--- config.mk ---
export PLATFORM = sky130hd
export DESIGN_NAME = timer
export DESIGN_NICKNAME = d
export VERILOG_FILES = /design/src/rtl/timer.sv
export SDC_FILE = /design/constraint.sdc
export NUM_CORES = 1
export LEC_CHECK = 0
export ABC_AREA = 1
export BUFFER_PORTS_ARGS = -buffer_cell sky130_fd_sc_hd__buf_4
export CAP_MARGIN = 15
export CORE_MARGIN = 2
export CORE_UTILIZATION = 45
export DETAILED_ROUTE_END_ITERATION = 10
export GPL_ROUTABILITY_DRIVEN = 0
export PLACE_DENSITY_LB_ADDON = 0.3
export SLEW_MARGIN = 0
export SYNTH_ARGS = -nofsm -noshare
export SYNTH_HDL_FRONTEND = slang
export SYNTH_SLANG_ARGS = --single-unit
--- constraint.sdc ---
create_clock -name clk -period 2 [get_ports clk]
set_input_delay 0.1 -clock clk [delete_from_list [all_inputs] [get_ports clk]]
set_output_delay 0.1 -clock clk [all_outputs]
set_load 0.05 [all_outputs]
--- src/rtl/timer.sv ---
// Up-counting interval timer: hit_target flags `target` consecutive cycles of `in`.
// Optional periodic (auto-reload) mode is enabled by defining TIMER_AUTORELOAD_EN.
module timer #(
  parameter int WIDTH = 8
) (
  input  logic             clk,
  input  logic             reset,
  input  logic [WIDTH-1:0] target,
  input  logic             in,
  output logic             hit_target
);

  logic [WIDTH-1:0] count;
  logic             at_target;

  // Unsigned compare against the live target; no registered copy of target.
  assign at_target = (count >= target);

  always_ff @(posedge clk) begin
    if (reset) begin
      count <= '0;
    end else if (!in) begin
      count <= '0;
    end else if (!at_target) begin
      // Only reached when count < target, so the increment cannot wrap.
      count <= count + WIDTH'(1);
    end else begin
`ifdef TIMER_AUTORELOAD_EN
      count <= '0;
`else
      count <= count;
`endif
    end
  end

`ifdef TIMER_AUTORELOAD_EN
  assign hit_target = in & at_target;
`else
  assign hit_target = at_target;
`endif

endmodule

==> reports/qor.txt, run 1 <==
Status: complete, no violations
Placed cells: 136
DR pass1 iterations: 3
Sequential Power Share: 47.5%
Port Buffer Count: 11
I/O pins: 12
Initial DRC Count: 7
Synth-to-Final Area Change: 16.1%
Seq/Total Area, Yosys: 22.6%
Post-route ant nets: 0
Max clock buf depth: 2
Worst skew pair latency: 0.25 ns
Hold depth: 4
Drt drc: 0
Commonest non-fill, non-tap cell in the layout: nand2_1
Post-route insts no fill: 139
CTS Sinks: 8
CTS clk-pin slew, worst paths: 0.05 ns
Top reg by flops: count
Cell Area, Synth: 708 um2
Vias in the first global route: 533
RSZ-0062 raised after global routing: false
Yosys cell types: 15
Max H-tree Level: 1
Endpoints failing hold: 0
TritonCTS Buffers: 3
Slowest cell on crit path: dfxtp_1
Core Area: 1490 um2
Worst VDD drop: 0.000375 V
P_int: 259 uW
Wire per inst: 8.73 um
First-pass GRT wire length: 2100 um
Fill count: 151
Largest net degree at the start of global routing: 13
Via density: 4.63
Avg Cell Area, Syn: 6.44 um2
Slew Limit Headroom: 66.1%
Sw frac: 24.8%
# setup viols final: 0
Max-cap violations: 0
Max Fclk: 584 MHz
Fraction of layout cells with a size suffix above 1: 21.1%
Hold_buf cts: 0
NumNets Final: 145
Total negative slack: 0 ns
HPWL Detailed: 1010 um
Worst Path Arrival: 1.61 ns
Die ar.: 1910 um2
Die width: 43.7 um
Clock Skew: 0.00135 ns
Worst Path Required: 1.90 ns
Starting density of the core: 47.6%
CP most frequent cell: nand2_2
Synthesis Warnings: 0
Root Buffer: clkbuf_4
Leak: 0.000449 uW
Critical Path End Type: output port
Vias: 644
Total gr overflow: 0
Slew at the pin with the worst max-slew slack: 0.507 ns
Crit path cell chain: ha_1 > nand2_2 > inv_2 > nand2_2 > nand2_2 > inv_2 > nand3_4 > buf_4
Crit-path max cell delay: 0.32 ns
Initial antenna violation count: 0
Setup CP Type: reg2out
Postcts setup bufs: 0
Slew Limit Fails: 0
Max reg flops: 8
Total GRT Usage: 14.9%
Pwr/cell area: 419 nW/um2
Post-route minimum period: 1.71 ns
P_sw: 85.7 uW
Gate count of the mapped netlist: 110
Clock network power share: 35.2%
Most frequent cells in the layout: 27 x nand2_1, 19 x inv_1, 18 x nor2_1, 11 x buf_4, 9 x ha_1
Register bit total from synthesis: 8
Routed WL: 1210 um
Largest registers: count (8)
Hold/Removal Path Class: in2reg
Critical Path Source Type: flip-flop
Comb pwr share: 17.4%
CTS tree: yes
Worst Reg-to-Reg Cells: 12
Critical Path Fanout Max: 5
Diode count: 0
Post-Syn Nets: 130
Die Ht: 43.7 um
Site Rows: 14
Gates resized, CTS repair: 0
Fin crit share: 85.6%
-- power by group through the flow --
stage               Combinational (uW)  Clock, uW  Sequential, uW
detailed placement                60.1          0             167
global placement                  57.5          0             167
CTS                               60.5        127             164
global route                      67.8        132             164
finish                            59.9        121             164
floorplan                         39.3          0             166
-- worst max-delay path: cells and delay by family (launching register included) --
family                   cells  cell delay [ns]
buffers and inverters        3             0.32
adder cells (fa/ha/maj)      1             0.32
flip-flops                   1             0.32
AND/OR/NAND/NOR              4             0.40
-- Yosys cell counts --
master | count | area share [%]
nand3_4 | 1 | 2.5
inv_1 | 19 | 10
a21oi_1 | 7 | 4.9
dfxtp_1 | 8 | 23
a21oi_2 | 1 | 1.2
nand2_1 | 27 | 14
nand4_2 | 1 | 1.8
nor2_8 | 1 | 2.8
nor2_1 | 18 | 9.5
nand2_2 | 5 | 4.4
buf_6 | 1 | 1.6
ha_1 | 9 | 16
nand3_1 | 8 | 5.7
inv_2 | 3 | 1.6
nand3b_1 | 1 | 1.1
-- through the flow --
step / setup slack, ns / hold WS [ns] / instance area [um2] / util, % / power, uW
2_1_floorplan: 0.524 / 0.328 / 708 / - / 206
3_3_place_gp: 0.535 / 0.460 / 800 / 53.7 / 224
3_5_place_dp: 0.473 / 0.464 / 800 / 53.7 / 227
4_1_cts: 0.270 / 0.192 / 822 / 55.2 / 351
5_1_grt: 0.160 / 0.223 / 822 / 55.2 / 363
6_report: 0.287 / 0.197 / 822 / 55.2 / 345
-- cells by family (layout without fill, tap and decap cells) --
logic type,after synthesis,in the layout,synth area share (%)
AND/OR/NAND/NOR,62,62,42.1
AO/OA/AOI/OAI,8,8,6.18
adder cells (fa/ha/maj),9,9,15.9
buffers and inverters,23,36,13.3
flip-flops,8,8,22.6
-- cell type report --
class                   instances  area (um2)  share of cell area [%]
multi-input cells              79         454                    55.3
well taps                      16        20.0                    2.44
repair buffers                 11        82.6                    10.0
flip-flops and latches          8         160                    19.5
clock buffers                   3        22.5                    2.74
inverters                      22        82.6                    10.0
-- layer usage --
metal	global-route usage [%]	part of all wire [%]	vias to the layer above	wire, um
met1	19.5	51	265	618
met3	1.25	2.5	5	30
met5	0	0	-	0
li1	-	-	364	-
met2	21.8	43	10	524
met4	12.7	3.4	0	41
-- worst paths after layout --
check / start / endpoint / slack [ns]
setup / recovery: count[7] / hit_target / 0.29
hold / removal: reset / count[0] / 0.20
setup reg to reg: count[0] / count[7] / 0.47
hold reg to reg: count[6] / count[6] / 0.53
(Power assumes the default switching activity.)
==> run 2: changes to the inputs <==
--- a/config.mk
+++ b/config.mk
@@ -13,4 +13,5 @@
 export DETAILED_ROUTE_END_ITERATION = 10
 export GPL_ROUTABILITY_DRIVEN = 0
+export HOLD_SLACK_MARGIN = 0.1
 export PLACE_DENSITY_LB_ADDON = 0.3
 export SLEW_MARGIN = 0
==> constraint.sdc (replaced) <==
create_clock -name clk -period 2 [get_ports clk]
set_input_delay 0.4 -clock clk [delete_from_list [all_inputs] [get_ports clk]]
set_output_delay 0.4 -clock clk [all_outputs]
set_load 0.05 [all_outputs]
==> run 2 against run 1 <==
Global-route usage grew 0.94 points. Largest cell class unchanged. Non-clock buffer count did not move. Sequential cell count stayed put.
==> reports/qor.txt, run 2 (synthesis results as in run 1) <==
Hold_buf cts: 0 (unchanged)
CTS Sinks: 8 (unchanged)
Critical Path Fanout Max: 5 (unchanged)
Leak: 0.000452 uW (was 0.000449 uW)
TritonCTS Buffers: 3 (unchanged)
Fraction of layout cells with a size suffix above 1: 27.6% (was 21.1%)
Post-route minimum period: 1.93 ns (was 1.71 ns)
Final worst slack: 0.0746 ns (was 0.287 ns)
# setup viols final: 0 (unchanged)
CTS clk-pin slew, worst paths: 0.05 ns (about the same)
DR pass1 iterations: 4 (was 3)
Max Fclk: 519 MHz (was 584 MHz)
Crit path buffers/inverters: 3 (unchanged)
CP most frequent cell: nand2_2 (unchanged)
Die width: 43.7 um (unchanged)
First-pass GRT wire length: 2210 um (was 2100 um)
Worst Reg-to-Reg Cells: 12 (unchanged)
Placement Setup Slack: 0.0537 ns (was 0.473 ns)
Worst Path Required: 1.60 ns (was 1.90 ns)
Setup CP Type: reg2out (unchanged)
Initial antenna violation count: 0 (unchanged)
Levels on crit path: 8 (unchanged)
Slowest cell on crit path: dfxtp_2 (was dfxtp_1)
Crit Reg-Reg Endpoint: count[3] (was count[7])
Vias: 654 (was 644)
Largest registers: count (8) (unchanged)
Metal3 WL: 29 um (was 30 um)
Max-cap violations: 0 (unchanged)
P_int: 260 uW (was 259 uW)
P_sw: 86.6 uW (was 85.7 uW)
Port Buffer Count: 11 (unchanged)
Largest net degree at the start of global routing: 13 (unchanged)
Total GRT Usage: 15.8% (was 14.9%)
Top Family by Delay on Critical Path: simple AND/OR/NAND/NOR gates (unchanged)
Vias in the first global route: 584 (was 533)
Critical Path End Type: output port (unchanged)
Total gr overflow: 0 (unchanged)
Endpoints failing hold: 0 (unchanged)
Fin crit share: 96.3% (was 85.6%)
Commonest non-fill, non-tap cell in the layout: nand2_1 (unchanged)
Met2 WL: 536 um (was 524 um)
Top routing layer in use: met4 (unchanged)
Power Total: 347 uW (was 345 uW)
CP startpoint: count[6] (was count[7])
Hold/Removal Path Class: in2reg (unchanged)
HPWL Detailed: 1040 um (was 1010 um)
Root Buffer: clkbuf_4 (unchanged)
Starting density of the core: 47.6% (unchanged)
Core Area: 1490 um2 (unchanged)
Postcts setup bufs: 0 (unchanged)
Site Rows: 14 (unchanged)
Setup crit end: hit_target (unchanged)
R2R setup slack: 0.47 ns (about the same)
Diode count: 0 (unchanged)
Clock network power share: 35.0% (was 35.2%)
Synth-to-Final Area Change: 20.1% (was 16.1%)
Max H-tree Level: 1 (unchanged)
Top reg by flops: count (unchanged)
Critical R2R Launch: count[0] (unchanged)
Sequential Power Share: 47.1% (was 47.5%)
Clock Skew: 0.00495 ns (was 0.00135 ns)
Slew at the pin with the worst max-slew slack: 0.514 ns (was 0.507 ns)
Die ar.: 1910 um2 (unchanged)
Die Ht: 43.7 um (unchanged)
Post-route ant nets: 0 (unchanged)
Drt drc: 0 (unchanged)
Comb pwr share: 17.9% (was 17.4%)
Max reg flops: 8 (unchanged)
Worst VDD drop: 0.000288 V (was 0.000375 V)
Slew Limit Headroom: 65.6% (was 66.1%)
Via density: 4.71 (was 4.63)
Critical Path Source Type: flip-flop (unchanged)
Routed WL: 1250 um (was 1210 um)
Crit-path max cell delay: 0.33 ns (was 0.32 ns)
NumNets Final: 145 (unchanged)
Slew Limit Fails: 0 (unchanged)
Status: complete, no violations (unchanged)
Initial DRC Count: 5 (was 7)
Worst Path Arrival: 1.53 ns (was 1.61 ns)
Sw frac: 25.0% (was 24.8%)
CTS tree: yes (unchanged)
Pwr/cell area: 408 nW/um2 (was 419 nW/um2)
M1 WL: 624 um (was 618 um)
Crit path cell chain: ha_1 > nand2_2 > inv_2 > nand2_2 > nand2_2 > inv_2 > nand3_4 > buf_6 (was ha_1 > nand2_2 > inv_2 > nand2_2 > nand2_2 > inv_2 > nand3_4 > buf_4)
Worst skew pair latency: 0.25 ns (about the same)
Most frequent cells in the layout: 26 x nand2_1, 19 x inv_1, 18 x nor2_1, 10 x buf_4 (was 27 x nand2_1, 19 x inv_1, 18 x nor2_1, 11 x buf_4, 9 x ha_1)
Wire per inst: 8.99 um (was 8.73 um)
Max clock buf depth: 2 (unchanged)
I/O pins: 12 (unchanged)
run 2: cell counts in the layout (fill, tap and decap cells not counted):
No cell type changed its count.
run 2: tightest hold or removal path: cells and delay by family:
family	cells	cell delay [ns]
AND/OR/NAND/NOR	3	0.23
buffers and inverters	1	0.07
run 2: power groups by stage:
| stage | clock [uW] | sequential [uW] | combinational [uW] |
|---|---|---|---|
| floorplan | 0 | 166 | 39.3 |
| global placement | 0 | 167 | 57.8 |
| CTS | 130 | 163 | 60.5 |
| global route | 131 | 164 | 71.5 |
| finish | 121 | 164 | 62.0 |
| detailed placement | 0 | 167 | 60.1 |
run 2: final cells by class:
| class | count | area (um2) |
|---|---|---|
| clock buffer | 3 | 22.5 |
| fill | 151 | 638 |
| inverter | 22 | 82.6 |
| multi-input combinational | 79 | 473 |
| sequential | 8 | 166 |
| tap | 16 | 20.0 |
| timing repair buffer | 11 | 86.3 |
run 2: what timing repair did:
action                                  CTS  global route
pin swaps                                 1             1
endpoints found under the hold margin     0             0
endpoints found under the setup margin    1             1
gates resized for setup                   1             8
run 2: routing by layer:
metal	global-route usage (%)	vias up
met5	0	-
met4	15.2	0
met3	1.67	6
met2	24.1	11
met1	19.0	274
li1	-	363
run 2: worst min-delay path by stage:
| stage | start | end | cells past startpoint |
|---|---|---|---|
| floorplan | count[7] | count[7] | 2 |
| global placement | count[7] | count[7] | 2 |
| detailed placement | count[7] | count[7] | 2 |
| CTS | reset | count[0] | 4 |
| global route | reset | count[1] | 4 |
| finish | reset | count[1] | 4 |
run 2: per-stage QoR:
| step | hold WS, ns | TNS, ns | cells | util (%) | area [um2] |
|---|---|---|---|---|---|
| 3_3_place_gp | 0.500 | 0 | 136 | 53.7 | 800 |
| 4_1_cts | 0.495 | 0 | 139 | 55.5 | 826 |
| 5_1_grt | 0.520 | -0.00553 | 139 | 57.1 | 851 |
| 6_report | 0.491 | 0 | 139 | 57.1 | 851 |
| 2_1_floorplan | 0.478 | 0 | 110 | - | 708 |
| 3_5_place_dp | 0.505 | 0 | 136 | 53.7 | 800 |
